## src/rtl/hazard_pkg.sv

```systemverilog
// rtl/hazard_pkg.sv - shared types and constants for the hazard controller
package hazard_pkg;

    // Two-state stall tracker: IDLE watches for hits, STALL counts out extra bubbles
    typedef enum logic {
        IDLE  = 1'b0,
        STALL = 1'b1
    } hz_state_t;

    // Holds LOAD_LAT+1-1 = up to 7 remaining bubbles
    localparam int REMAIN_W = 3;

    typedef struct packed {
        logic pc_write;
        logic ifid_write;
        logic id_flush;
        logic ex_hold;
    } ctrl_t;

    localparam ctrl_t CTRL_RUN    = 4'b1100;
    localparam ctrl_t CTRL_BUBBLE = 4'b0010;
    localparam ctrl_t CTRL_HOLD   = 4'b0001;

endpackage

```

## src/rtl/hazard_match.sv

```systemverilog
// rtl/hazard_match.sv - source/destination register match with $zero and use-bit qualification
module hazard_match
    import hazard_pkg::*;
#(
    parameter int REG_AW = 5
) (
    input  logic [REG_AW-1:0] src,
    input  logic              use_src,
    input  logic [REG_AW-1:0] dst,
    output logic              hit
);

    // $zero never carries a real dependency, and unread fields must not stall
    assign hit = use_src && (src != '0) && (src == dst);

endmodule

```

## src/rtl/hazard_ctrl.sv

```systemverilog
// rtl/hazard_ctrl.sv - load-use / branch-operand hazard controller; HAZARD_STATS_EN adds stall counters
module hazard_ctrl
    import hazard_pkg::*;
#(
    parameter int REG_AW   = 5,
    parameter int LOAD_LAT = 1,
    parameter int CNT_W    = 32
) (
    input  logic              clk,
    input  logic              rst,
    input  logic [REG_AW-1:0] IFID_regRs,
    input  logic [REG_AW-1:0] IFID_regRt,
    input  logic              IFID_useRs,
    input  logic              IFID_useRt,
    input  logic              IFID_branch,
    input  logic              IDEX_memRead,
    input  logic              IDEX_regWrite,
    input  logic [REG_AW-1:0] IDEX_regRd,
    input  logic              EXMEM_memRead,
    input  logic              EXMEM_memWrite,
    input  logic              mem_ready,
    output logic              PCWrite,
    output logic              IFID_write,
    output logic              ID_flush,
    output logic              EX_hold
`ifdef HAZARD_STATS_EN
    ,
    output logic [CNT_W-1:0]  stall_cycles,
    output logic [CNT_W-1:0]  bubble_cnt
`endif
);

    localparam logic [REMAIN_W:0] LAT_N = LOAD_LAT[REMAIN_W:0];

    hz_state_t           state_q, state_d;
    logic [REMAIN_W-1:0] remain_q, remain_d;
    logic                rs_hit, rt_hit, any_match;
    logic                lu_hit, br_hit, mem_wait;
    logic [REMAIN_W:0]   stall_len;
    ctrl_t               ctrl;

    hazard_match #(.REG_AW(REG_AW)) u_match_rs (
        .src     (IFID_regRs),
        .use_src (IFID_useRs),
        .dst     (IDEX_regRd),
        .hit     (rs_hit)
    );

    hazard_match #(.REG_AW(REG_AW)) u_match_rt (
        .src     (IFID_regRt),
        .use_src (IFID_useRt),
        .dst     (IDEX_regRd),
        .hit     (rt_hit)
    );

    assign any_match = rs_hit | rt_hit;
    assign lu_hit    = IDEX_memRead & any_match;
    assign br_hit    = IFID_branch & IDEX_regWrite & ~IDEX_memRead & any_match;
    assign mem_wait  = (EXMEM_memRead | EXMEM_memWrite) & ~mem_ready;

    // Required bubble count: a branch needs one more than a plain load-use, ALU->branch needs one
    always_comb begin
        stall_len = 1;
        if (lu_hit) begin
            stall_len = IFID_branch ? LAT_N + 1'b1 : LAT_N;
        end
    end

    // Next-state and control: memory wait freezes everything, STALL ignores hits
    always_comb begin
        state_d  = state_q;
        remain_d = remain_q;
        ctrl     = CTRL_RUN;
        if (rst) begin
            ctrl = CTRL_RUN;
        end else if (mem_wait) begin
            ctrl = CTRL_HOLD;
        end else if (state_q == STALL) begin
            ctrl     = CTRL_BUBBLE;
            remain_d = remain_q - 1'b1;
            if (remain_q == 1) begin
                state_d = IDLE;
            end
        end else if (lu_hit || br_hit) begin
            ctrl = CTRL_BUBBLE;
            if (stall_len > 1) begin
                state_d  = STALL;
                remain_d = REMAIN_W'(stall_len - 1'b1);
            end
        end
    end

    // FSM register with synchronous reset abandoning any stall in progress
    always_ff @(posedge clk) begin
        if (rst) begin
            state_q  <= IDLE;
            remain_q <= '0;
        end else begin
            state_q  <= state_d;
            remain_q <= remain_d;
        end
    end

    assign PCWrite    = ctrl.pc_write;
    assign IFID_write = ctrl.ifid_write;
    assign ID_flush   = ctrl.id_flush;
    assign EX_hold    = ctrl.ex_hold;

`ifdef HAZARD_STATS_EN
    logic [CNT_W-1:0] stall_cycles_q, stall_cycles_d;
    logic [CNT_W-1:0] bubble_cnt_q, bubble_cnt_d;

    // Counters wrap naturally at 2^CNT_W
    always_comb begin
        stall_cycles_d = stall_cycles_q + (ctrl.pc_write ? CNT_W'(0) : CNT_W'(1));
        bubble_cnt_d   = bubble_cnt_q + (ctrl.id_flush ? CNT_W'(1) : CNT_W'(0));
    end

    // Statistics registers, cleared by reset
    always_ff @(posedge clk) begin
        if (rst) begin
            stall_cycles_q <= '0;
            bubble_cnt_q   <= '0;
        end else begin
            stall_cycles_q <= stall_cycles_d;
            bubble_cnt_q   <= bubble_cnt_d;
        end
    end

    assign stall_cycles = stall_cycles_q;
    assign bubble_cnt   = bubble_cnt_q;
`else
    // CNT_W only sizes the stats counters; referenced here so the default build still elaborates it
    if (CNT_W < 1) begin : g_cnt_w_unused
    end
`endif

endmodule

```

## config.mk

```make
export PLATFORM = sky130hd
export DESIGN_NAME = hazard_ctrl
export DESIGN_NICKNAME = d
export VERILOG_FILES = /design/src/rtl/hazard_pkg.sv /design/src/rtl/hazard_match.sv /design/src/rtl/hazard_ctrl.sv
export SDC_FILE = /design/constraint.sdc
export NUM_CORES = 1
export LEC_CHECK = 0
export ABC_AREA = 1
export BUFFER_PORTS_ARGS = -buffer_cell sky130_fd_sc_hd__buf_2
export CAP_MARGIN = 20
export CORE_AREA = 3 3 40 42
export CTS_CLUSTER_DIAMETER = 30
export DETAILED_ROUTE_END_ITERATION = 6
export DIE_AREA = 0 0 43 45
export PLACE_DENSITY = 0.71
export RECOVER_POWER = 50
export SYNTH_ARGS = -nofsm -noshare
export SYNTH_HDL_FRONTEND = slang
export SYNTH_SLANG_ARGS = --single-unit
```

## constraint.sdc

```tcl
create_clock -name clk -period 2.35 [get_ports clk]
set_input_delay 0.235 -clock clk [delete_from_list [all_inputs] [get_ports clk]]
set_output_delay 0.235 -clock clk [all_outputs]
set_load 0.005 [all_outputs]
```

==> impl_metrics.env, run 1 <==
export IMPL_reg2reg_depth=4
export IMPL_hold_buffers=0
export IMPL_start_util_pct=39.2
export IMPL_grt_first_pass_wirelength_um=1820
export IMPL_critPathMaxFanout=3
export IMPL_die_h_um=45
export IMPL_cp_data_required_time_ps=2120
export IMPL_p_comb_share_pct=30.4
export IMPL_dr_total_vias=629
export IMPL_power_internal_uw=157
export IMPL_routedWlPerCell_um=7.80
export IMPL_drv_cap=0
export IMPL_synth_top_area_cell="nand2_1"
export IMPL_drtAntennaViolNets=0
export IMPL_finalSetupViolCount=0
export IMPL_power_switching_uw=65.9
export IMPL_period_minus_slack_ps=1480
export IMPL_drive_above_1_share_pct=26.9
export IMPL_io_pin_count=29
export IMPL_syn_area_um2=504
export IMPL_yosys_top_cells_area="nand2_1, inv_1, dfxtp_1"
export IMPL_dieArea_mm2=0.00194
export IMPL_outcome="finished clean"
export IMPL_routed_via_density=4.34
export IMPL_tightest_slew_ps=193
export IMPL_cts_max_path_buffers=2
export IMPL_clkPwrFrac_pct=38.5
export IMPL_syn_to_final_growth_pct=34.2
export IMPL_synth_cells=100
export IMPL_yosysWarnings=0
export IMPL_routed_wl_um=1130
export IMPL_clk_pin_slew_ps=30
export IMPL_post_cts_resized=0
export IMPL_post_route_drc_count=0
export IMPL_cts_buffers=3
export IMPL_finClkSkew_ps=6.10
export IMPL_placementRows=13
export IMPL_worstReg2RegEnd="remain_q[1]"
export IMPL_grt_setup_unrepaired="false"
export IMPL_power_frac_seq_pct=31.0
export IMPL_cts_root_buf="clkbuf_4"
export IMPL_core_mm2=0.00128
export IMPL_overflow=0
export IMPL_nets=159
export IMPL_maxSlewHeadroom_pct=87.0
export IMPL_hp_class="in2reg"
export IMPL_syn_avg_cell_area_um2=5.04
export IMPL_dpl_hpwl_um=986
export IMPL_startpoint="IFID_regRs[0]"
export IMPL_insertion_delay_ps=240
export IMPL_syn_num_nets=127
export IMPL_swShare_pct=29.5
export IMPL_synth_top_cell_area_share_pct=28.3
export IMPL_synth_distinct_cells=17
export IMPL_grt_max_degree=6
export IMPL_final_common_cell="nand2_1"
export IMPL_rrSetupSlack_ps=1260
export IMPL_finalSetupTns_ps=0
export IMPL_worst_setup_path_start_kind="primary input"
export IMPL_gp_congestion=0.741
export IMPL_hold_slack_ps=229
export IMPL_fin_crit_sh_pct=62.8
export IMPL_postCtsSetupBuffers=0
export IMPL_drv_slew=0
export IMPL_grt_pass1_vias=498
export IMPL_firstDrtPassIters=4
export IMPL_diodes=0
export IMPL_ir_drop_mv=0.344
export IMPL_cts_htree_levels=1
export IMPL_hold_viol=0
export IMPL_die_w_um=43
export IMPL_arrival_ps=1240
export IMPL_clock_sinks=4
export IMPL_power_density_mw_per_mm2=330
export IMPL_crit_reg2reg_launch="remain_q[0]"
export IMPL_leakage_uw=0.000429
export IMPL_fill_cells=150
export IMPL_antenna_found_initial=0
export IMPL_ys_seq_area_share_pct=15.9
export IMPL_synth_seq_cells=4
export IMPL_final_cell_mix="nand2_1, buf_2, inv_1"
export IMPL_grtUsageTotal_pct=12.0
export IMPL_fmax_ghz=0.678
export IMPL_io_buffer_count=28
export IMPL_end_kind="primary output"
export IMPL_drt_iter0_drc=12
export IMPL_cts_tree="built"
export IMPL_hold_depth=2
export IMPL_critical_path_class="in2out"
export IMPL_hold_end="remain_q[1]"
export IMPL_hp_start="rst"
==> cells in the mapped netlist <==
cell type,instances
inv_2,1
o21ai_1,3
a21oi_2,1
nand2_1,38
nand3b_1,1
dfxtp_1,4
ha_1,2
o211ai_1,1
a21oi_1,3
nand2_2,3
nand4_1,2
o21ai_0,2
nor2_1,13
inv_1,23
or2_1,1
buf_4,1
xor2_1,1
==> metrics by stage <==
stage          power [µW]  util (%)  cell area [µm²]  setup slack, ps  instances
6_report              223      52.7              677              874        145
5_1_grt               247      52.7              677              657        145
4_1_cts               227      52.8              678              853        145
3_5_place_dp          139      51.0              656              860        142
3_3_place_gp          138      51.0              656              889        142
2_1_floorplan         107         -              504             1010        100
==> power by group through the flow <==
stage	Clock (µW)	Combinational, µW	Sequential [µW]
6_report	86.0	67.9	69.3
3_3_place_gp	0	67.3	70.3
4_1_cts	88.8	68.6	69.3
5_1_grt	97.4	80.0	69.3
2_1_floorplan	0	36.4	70.3
3_5_place_dp	0	68.3	70.4
==> per-layer routing <==
layer / vias up / track usage (%) / share of wire [%]
li1: 355 / - / -
met1: 259 / 16.0 / 46
met2: 15 / 18.6 / 46
met3: 0 / 5.18 / 8.0
met4: 0 / 1.81 / 0
met5: - / 0 / 0
==> worst max path at each step <==
stage / slack, ps / endpoint / cells past startpoint
after floorplan: 1010 / PCWrite / 10
after global placement: 890 / IFID_write / 11
after detailed placement: 860 / PCWrite / 11
after CTS: 850 / PCWrite / 11
after global routing: 660 / IFID_write / 11
final: 870 / PCWrite / 11
==> state kept, by name (all words and copies together) (netlist names) <==
name,count
remain_q,3
state_q,1
==> critical path: stages <==
cell and delay, ps:
buf_2 110, nor2_1 120, nand2_1 60, nand2_1 50
nand2_1 50, nand4_1 60, nand2_1 80, o21ai_1 80
nand2_1 70, o21ai_0 180, buf_2 150
==> cell type report <==
cell class	count	area, µm²	share of cell area [%]
clock buffer	3	22.5	3.33
inverter	24	90.1	13.3
multi-input combinational	71	327	48.2
sequential	4	80.1	11.8
tap	15	18.8	2.77
timing repair buffer	28	139	20.5
==> logic make-up (layout without fill, tap and decap cells) <==
family / count (synthesis) / after routing / synth area share (%)
simple gates: 58 / 58 / 46.9
buf+inv: 25 / 55 / 19.4
compound gates: 10 / 10 / 11.2
flops: 4 / 4 / 15.9
fa+ha+maj: 2 / 2 / 4.96
xor+xnor: 1 / 1 / 1.74
No activity file was read; power rests on OpenSTA's default activity.
==> inputs of run 2 (changes only) <==
- clock period: 2.35 -> 1.45 ns (I/O delays scaled with it)
==> run 2 against run 1 <==
  * Clock power is 62% higher
  * Worst setup slack worse by 670 ps
  * Critical path depth stayed put
  * Largest cell class unchanged
  * Via count stayed put
  * Highest routed layer unchanged
  * Sequential share of layout area stayed put
  * Flip-flop and latch count stayed put
  * Utilization stayed put
  * Design area stayed put
  * Critical endpoint unchanged
  * Die area stayed put
  * Register-to-register slack worse by 900 ps
==> impl_metrics.env, run 2 (synthesis results as in run 1) <==
export IMPL_grt_first_pass_wirelength_um=1820
export IMPL_reg2reg_depth=4
export IMPL_overflow=0
export IMPL_hold_viol=0
export IMPL_antenna_found_initial=0
export IMPL_clock_sinks=4
export IMPL_crit_slowest_cell="o21ai_1"
export IMPL_grt_max_degree=6
export IMPL_drv_cap=0
export IMPL_diodes=0
export IMPL_setup_slack_ps=204
export IMPL_dpl_worst_slack_ps=140
export IMPL_rrSetupSlack_ps=360
export IMPL_routed_wl_um=1130
export IMPL_ir_drop_mv=0.557
export IMPL_cts_tree="built"
export IMPL_firstDrtPassIters=4
export IMPL_worst_setup_path_start_kind="primary input"
export IMPL_fin_crit_sh_pct=85.9
export IMPL_insertion_delay_ps=240
export IMPL_crit_reg2reg_launch="remain_q[0]"
export IMPL_grt_setup_unrepaired="false"
export IMPL_die_h_um=45
export IMPL_drtAntennaViolNets=0
export IMPL_finClkSkew_ps=6.06
export IMPL_worst_path_most_repeated_cell="nand2_1"
export IMPL_grtUsageTotal_pct=12.0
export IMPL_cts_root_buf="clkbuf_4"
export IMPL_power_density_mw_per_mm2=535
export IMPL_finalSetupViolCount=0
export IMPL_cts_buffers=3
export IMPL_fmax_ghz=0.803
export IMPL_routed_via_density=4.34
export IMPL_hold_buffers=0
export IMPL_cp_top_family="simple AND/OR/NAND/NOR gates"
export IMPL_finalSetupTns_ps=0
export IMPL_post_route_drc_count=0
export IMPL_dpl_hpwl_um=986
export IMPL_maxSlewHeadroom_pct=87.0
export IMPL_grt_pass1_vias=498
export IMPL_critical_path_class="in2out"
export IMPL_critical_path_max_stage_delay_ps=140
export IMPL_placementRows=13
export IMPL_nets=159
export IMPL_period_minus_slack_ps=1250
export IMPL_cp_endpoint="PCWrite"
export IMPL_startpoint="IFID_regRs[0]"
export IMPL_arrival_ps=1100
export IMPL_fill_cells=150
export IMPL_die_w_um=43
export IMPL_io_pin_count=29
export IMPL_hold_slack_ps=138
export IMPL_cp_data_required_time_ps=1310
export IMPL_clk_pin_slew_ps=30
export IMPL_cts_htree_levels=1
export IMPL_reg_largest_list="remain_q: 3 flops, state_q: 1 flops"
export IMPL_final_cell_mix="nand2_1, buf_2, inv_1"
export IMPL_start_util_pct=39.2
export IMPL_syn_to_final_growth_pct=34.2
export IMPL_critPathMaxFanout=3
export IMPL_cts_max_path_buffers=2
export IMPL_timing_critical_path_buf_inv=2
export IMPL_drt_iter0_drc=12
export IMPL_routedWlPerCell_um=7.82
export IMPL_worst_path_stages=11
export IMPL_hp_class="in2reg"
export IMPL_utilization_pct=52.7
export IMPL_core_mm2=0.00128
export IMPL_outcome="finished clean"
export IMPL_tightest_slew_ps=193
export IMPL_dr_total_vias=629
export IMPL_final_common_cell="nand2_1"
export IMPL_regMostFlops="remain_q"
export IMPL_gp_congestion=0.740
export IMPL_crit_chain="buf_2 -> nor2_1 -> nand2_1 -> nand2_1 -> nand2_1 -> nand4_1 -> nand2_1 -> o21ai_1 -> nand2_1 -> o21ai_1 -> buf_2"
export IMPL_worstReg2RegEnd="remain_q[1]"
export IMPL_io_buffer_count=28
export IMPL_end_kind="primary output"
export IMPL_drive_above_1_share_pct=26.9
export IMPL_dieArea_mm2=0.00194
export IMPL_drv_slew=0
export IMPL_leakage_uw=0.000429
export IMPL_largest_reg_flops=3
[run 2: how the worst min path moves through the flow]
stage | startpoint | endpoint | slack, ps | cells past startpoint
after global placement | rst | remain_q[2] | 370 | 2
after detailed placement | rst | remain_q[1] | 380 | 2
final | rst | remain_q[1] | 140 | 2
after CTS | rst | remain_q[1] | 130 | 2
after global routing | rst | remain_q[2] | 140 | 2
after floorplan | rst | remain_q[1] | 210 | 1
[run 2: final cells by class]
cell class,count,area [µm²],area share (%)
Tap cell,15,18.8,2.77
Sequential cell,4,80.1,11.8
Clock buffer,3,22.5,3.33
Multi-Input combinational cell,71,327,48.2
Inverter,24,90.1,13.3
Timing Repair Buffer,28,139,20.5
[run 2: repair_timing]
action	in CTS	in global routing
buffers inserted	0	0
gates resized for setup	0	1
endpoints found under the setup margin	0	2
[run 2: per-layer routing]
layer / track usage, % / wire [µm]
met5: 0 / 0
met4: 1.81 / 0
met3: 5.18 / 91
met2: 18.6 / 527
met1: 16.0 / 515
[run 2: worst register-to-register path: stages, from the launching register on]
cell and delay, ps:
dfxtp_1 320, inv_1 70, ha_1 280, or2_1 220, a21oi_1 130
[run 2: report_power, final]
part | internal [µW] | switching, µW | total [µW]
logic | 50.9 | 59.6 | 110
registers | 112 | 0.591 | 112
clock network | 92.6 | 46.7 | 139
[run 2: per-stage QoR]
stage / area (µm²) / cells / power [µW]
6_report: 677 / 145 / 362
5_1_grt: 677 / 145 / 400
2_1_floorplan: 504 / 100 / 173
3_3_place_gp: 656 / 142 / 223
4_1_cts: 678 / 145 / 367
3_5_place_dp: 656 / 142 / 225
==> inputs of run 3 (changes only) <==
- CTS_BUF_LIST: not set -> sky130_fd_sc_hd__clkbuf_16
==> run 3 against run 2 <==
  * Die area unchanged
  * Total power up 80%
  * Sequential power about the same
  * Clock-buffer cell count unchanged
  * Worst hold slack better by 14 ps
  * Sequential share of layout area down 0.85 points
  * Clock skew down 3.4 ps
  * Via count up 0.64%
  * Worst setup slack worse by 1.2 ps
  * Fmax about the same
  * Register-to-register slack about the same
  * Largest cell class unchanged
  * Highest routed layer unchanged
==> impl_metrics.env, run 3 (synthesis results as in run 1) <==
export IMPL_crit_slowest_cell="buf_2"
export IMPL_drv_cap=0
export IMPL_routedWlPerCell_um=7.97
export IMPL_nets=159
export IMPL_dr_total_vias=633
export IMPL_io_pin_count=29
export IMPL_busiest_layer="met2"
export IMPL_critical_path_class="in2out"
export IMPL_power_density_mw_per_mm2=893
export IMPL_reg_largest_list="remain_q: 3 flops, state_q: 1 flops"
export IMPL_dp_cells=142
export IMPL_gp_congestion=0.740
export IMPL_ir_drop_mv=0.986
export IMPL_grt_setup_unrepaired="false"
export IMPL_tightest_slew_ps=192
export IMPL_placementRows=13
export IMPL_drive_above_1_share_pct=26.9
export IMPL_core_mm2=0.00128
export IMPL_diodes=0
export IMPL_worst_path_most_repeated_cell="nand2_1"
export IMPL_end_kind="primary output"
export IMPL_post_cts_resized=0
export IMPL_dieArea_mm2=0.00194
export IMPL_firstDrtPassIters=4
export IMPL_finClkSkew_ps=2.67
export IMPL_hold_slack_ps=153
export IMPL_die_h_um=45
export IMPL_grtUsageMet1_pct=17.0
export IMPL_outcome="finished clean"
export IMPL_routed_via_density=4.37
export IMPL_finalSetupTns_ps=0
export IMPL_hold_viol=0
export IMPL_grtUsageTotal_pct=12.2
export IMPL_cts_root_buf="clkbuf_16"
export IMPL_routed_wl_um=1160
export IMPL_cp_data_required_time_ps=1310
export IMPL_fin_crit_sh_pct=86.0
export IMPL_grt_max_degree=6
export IMPL_fin_cells=145
export IMPL_leakage_uw=0.000452
export IMPL_use_met2_pct=18.9
export IMPL_fmax_ghz=0.802
export IMPL_finalSetupViolCount=0
export IMPL_insertion_delay_ps=220
export IMPL_grt_pass1_vias=501
export IMPL_drt_iter0_drc=15
export IMPL_multi_input_area_um2=327
export IMPL_critical_path_max_stage_delay_ps=120
export IMPL_worst_setup_path_start_kind="primary input"
export IMPL_fill_cells=139
export IMPL_post_route_drc_count=0
export IMPL_overflow=0
export IMPL_hp_class="in2reg"
export IMPL_period_minus_slack_ps=1250
export IMPL_clock_sinks=4
export IMPL_cts_tree="built"
export IMPL_syn_to_final_growth_pct=44.7
export IMPL_critPathMaxFanout=4
export IMPL_start_util_pct=39.2
export IMPL_postCtsSetupBuffers=0
export IMPL_final_cell_mix="nand2_1, buf_2, inv_1"
export IMPL_final_common_cell="nand2_1"
export IMPL_grt_first_pass_wirelength_um=1860
export IMPL_cts_htree_levels=1
export IMPL_design_area_um2=729
export IMPL_io_buffer_count=28
export IMPL_hold_buffers=0
export IMPL_maxSlewHeadroom_pct=87.0
export IMPL_dpl_instance_area_um2=656
export IMPL_largest_reg_flops=3
export IMPL_use_met3_pct=3.98
export IMPL_cts_buffers=3
export IMPL_regMostFlops="remain_q"
export IMPL_drv_slew=0
export IMPL_die_w_um=43
export IMPL_clk_pin_slew_ps=30
export IMPL_arrival_ps=1100
export IMPL_cts_max_path_buffers=2
export IMPL_dpl_hpwl_um=986
export IMPL_antenna_found_initial=0
export IMPL_seq_area_um2=80.1
export IMPL_drtAntennaViolNets=0
export IMPL_crit_chain="buf_2 -> inv_2 -> nand2_1 -> nand2_1 -> nor2_1 -> nand4_1 -> nand2_1 -> o21ai_1 -> nand2_1 -> nand2_1 -> nor2_1 -> buf_2"
run 3: cell count changes in the layout (fill, tap and decap cells not counted):
cell / previous run / this run
clkbuf_16: 0 / 3
clkbuf_4: 3 / 0
run 3: final timing paths:
check / from / to / slack (ps) / cells past startpoint
max: IDEX_regRd[3] / ID_flush / 200 / 12
min: rst / remain_q[1] / 150 / 2
max reg2reg: remain_q[0] / remain_q[1] / 350 / 4
min reg2reg: remain_q[1] / remain_q[1] / 460 / 2
run 3: through the flow:
stage | total power [µW] | util (%) | setup WS (ps)
after detailed placement | 225 | 51.0 | 140
after CTS | 658 | 56.9 | 133
after global placement | 223 | 51.0 | 169
final | 652 | 56.8 | 203
after global routing | 691 | 56.8 | 16.5
after floorplan | 173 | - | 286
run 3: routing by layer:
metal	share of wire, %	wire length [µm]	up-vias
li1	-	-	354
met1	46	537	263
met2	46	528	16
met3	7.8	90	0
met4	0	0	0
met5	0	0	-
run 3: cell type report:
| cell class | instances | share of cell area, % |
|---|---|---|
| Tap cell | 15 | 2.57 |
| Sequential cell | 4 | 11.0 |
| Clock buffer | 3 | 10.3 |
| Timing Repair Buffer | 28 | 19.0 |
| Multi-Input combinational cell | 71 | 44.8 |
| Inverter | 24 | 12.3 |
run 3: critical path: cells and delay by family:
| kind | cells | cell delay [ps] |
|---|---|---|
| buf+inv | 3 | 270 |
| compound gates | 1 | 70 |
| simple gates | 8 | 610 |
run 3: where the power goes:
group	switching (µW)	total [µW]	internal, µW
Clock	76.0	428	352
Sequential	0.581	113	112
Combinational	60.0	111	50.9
Total	137	652	515
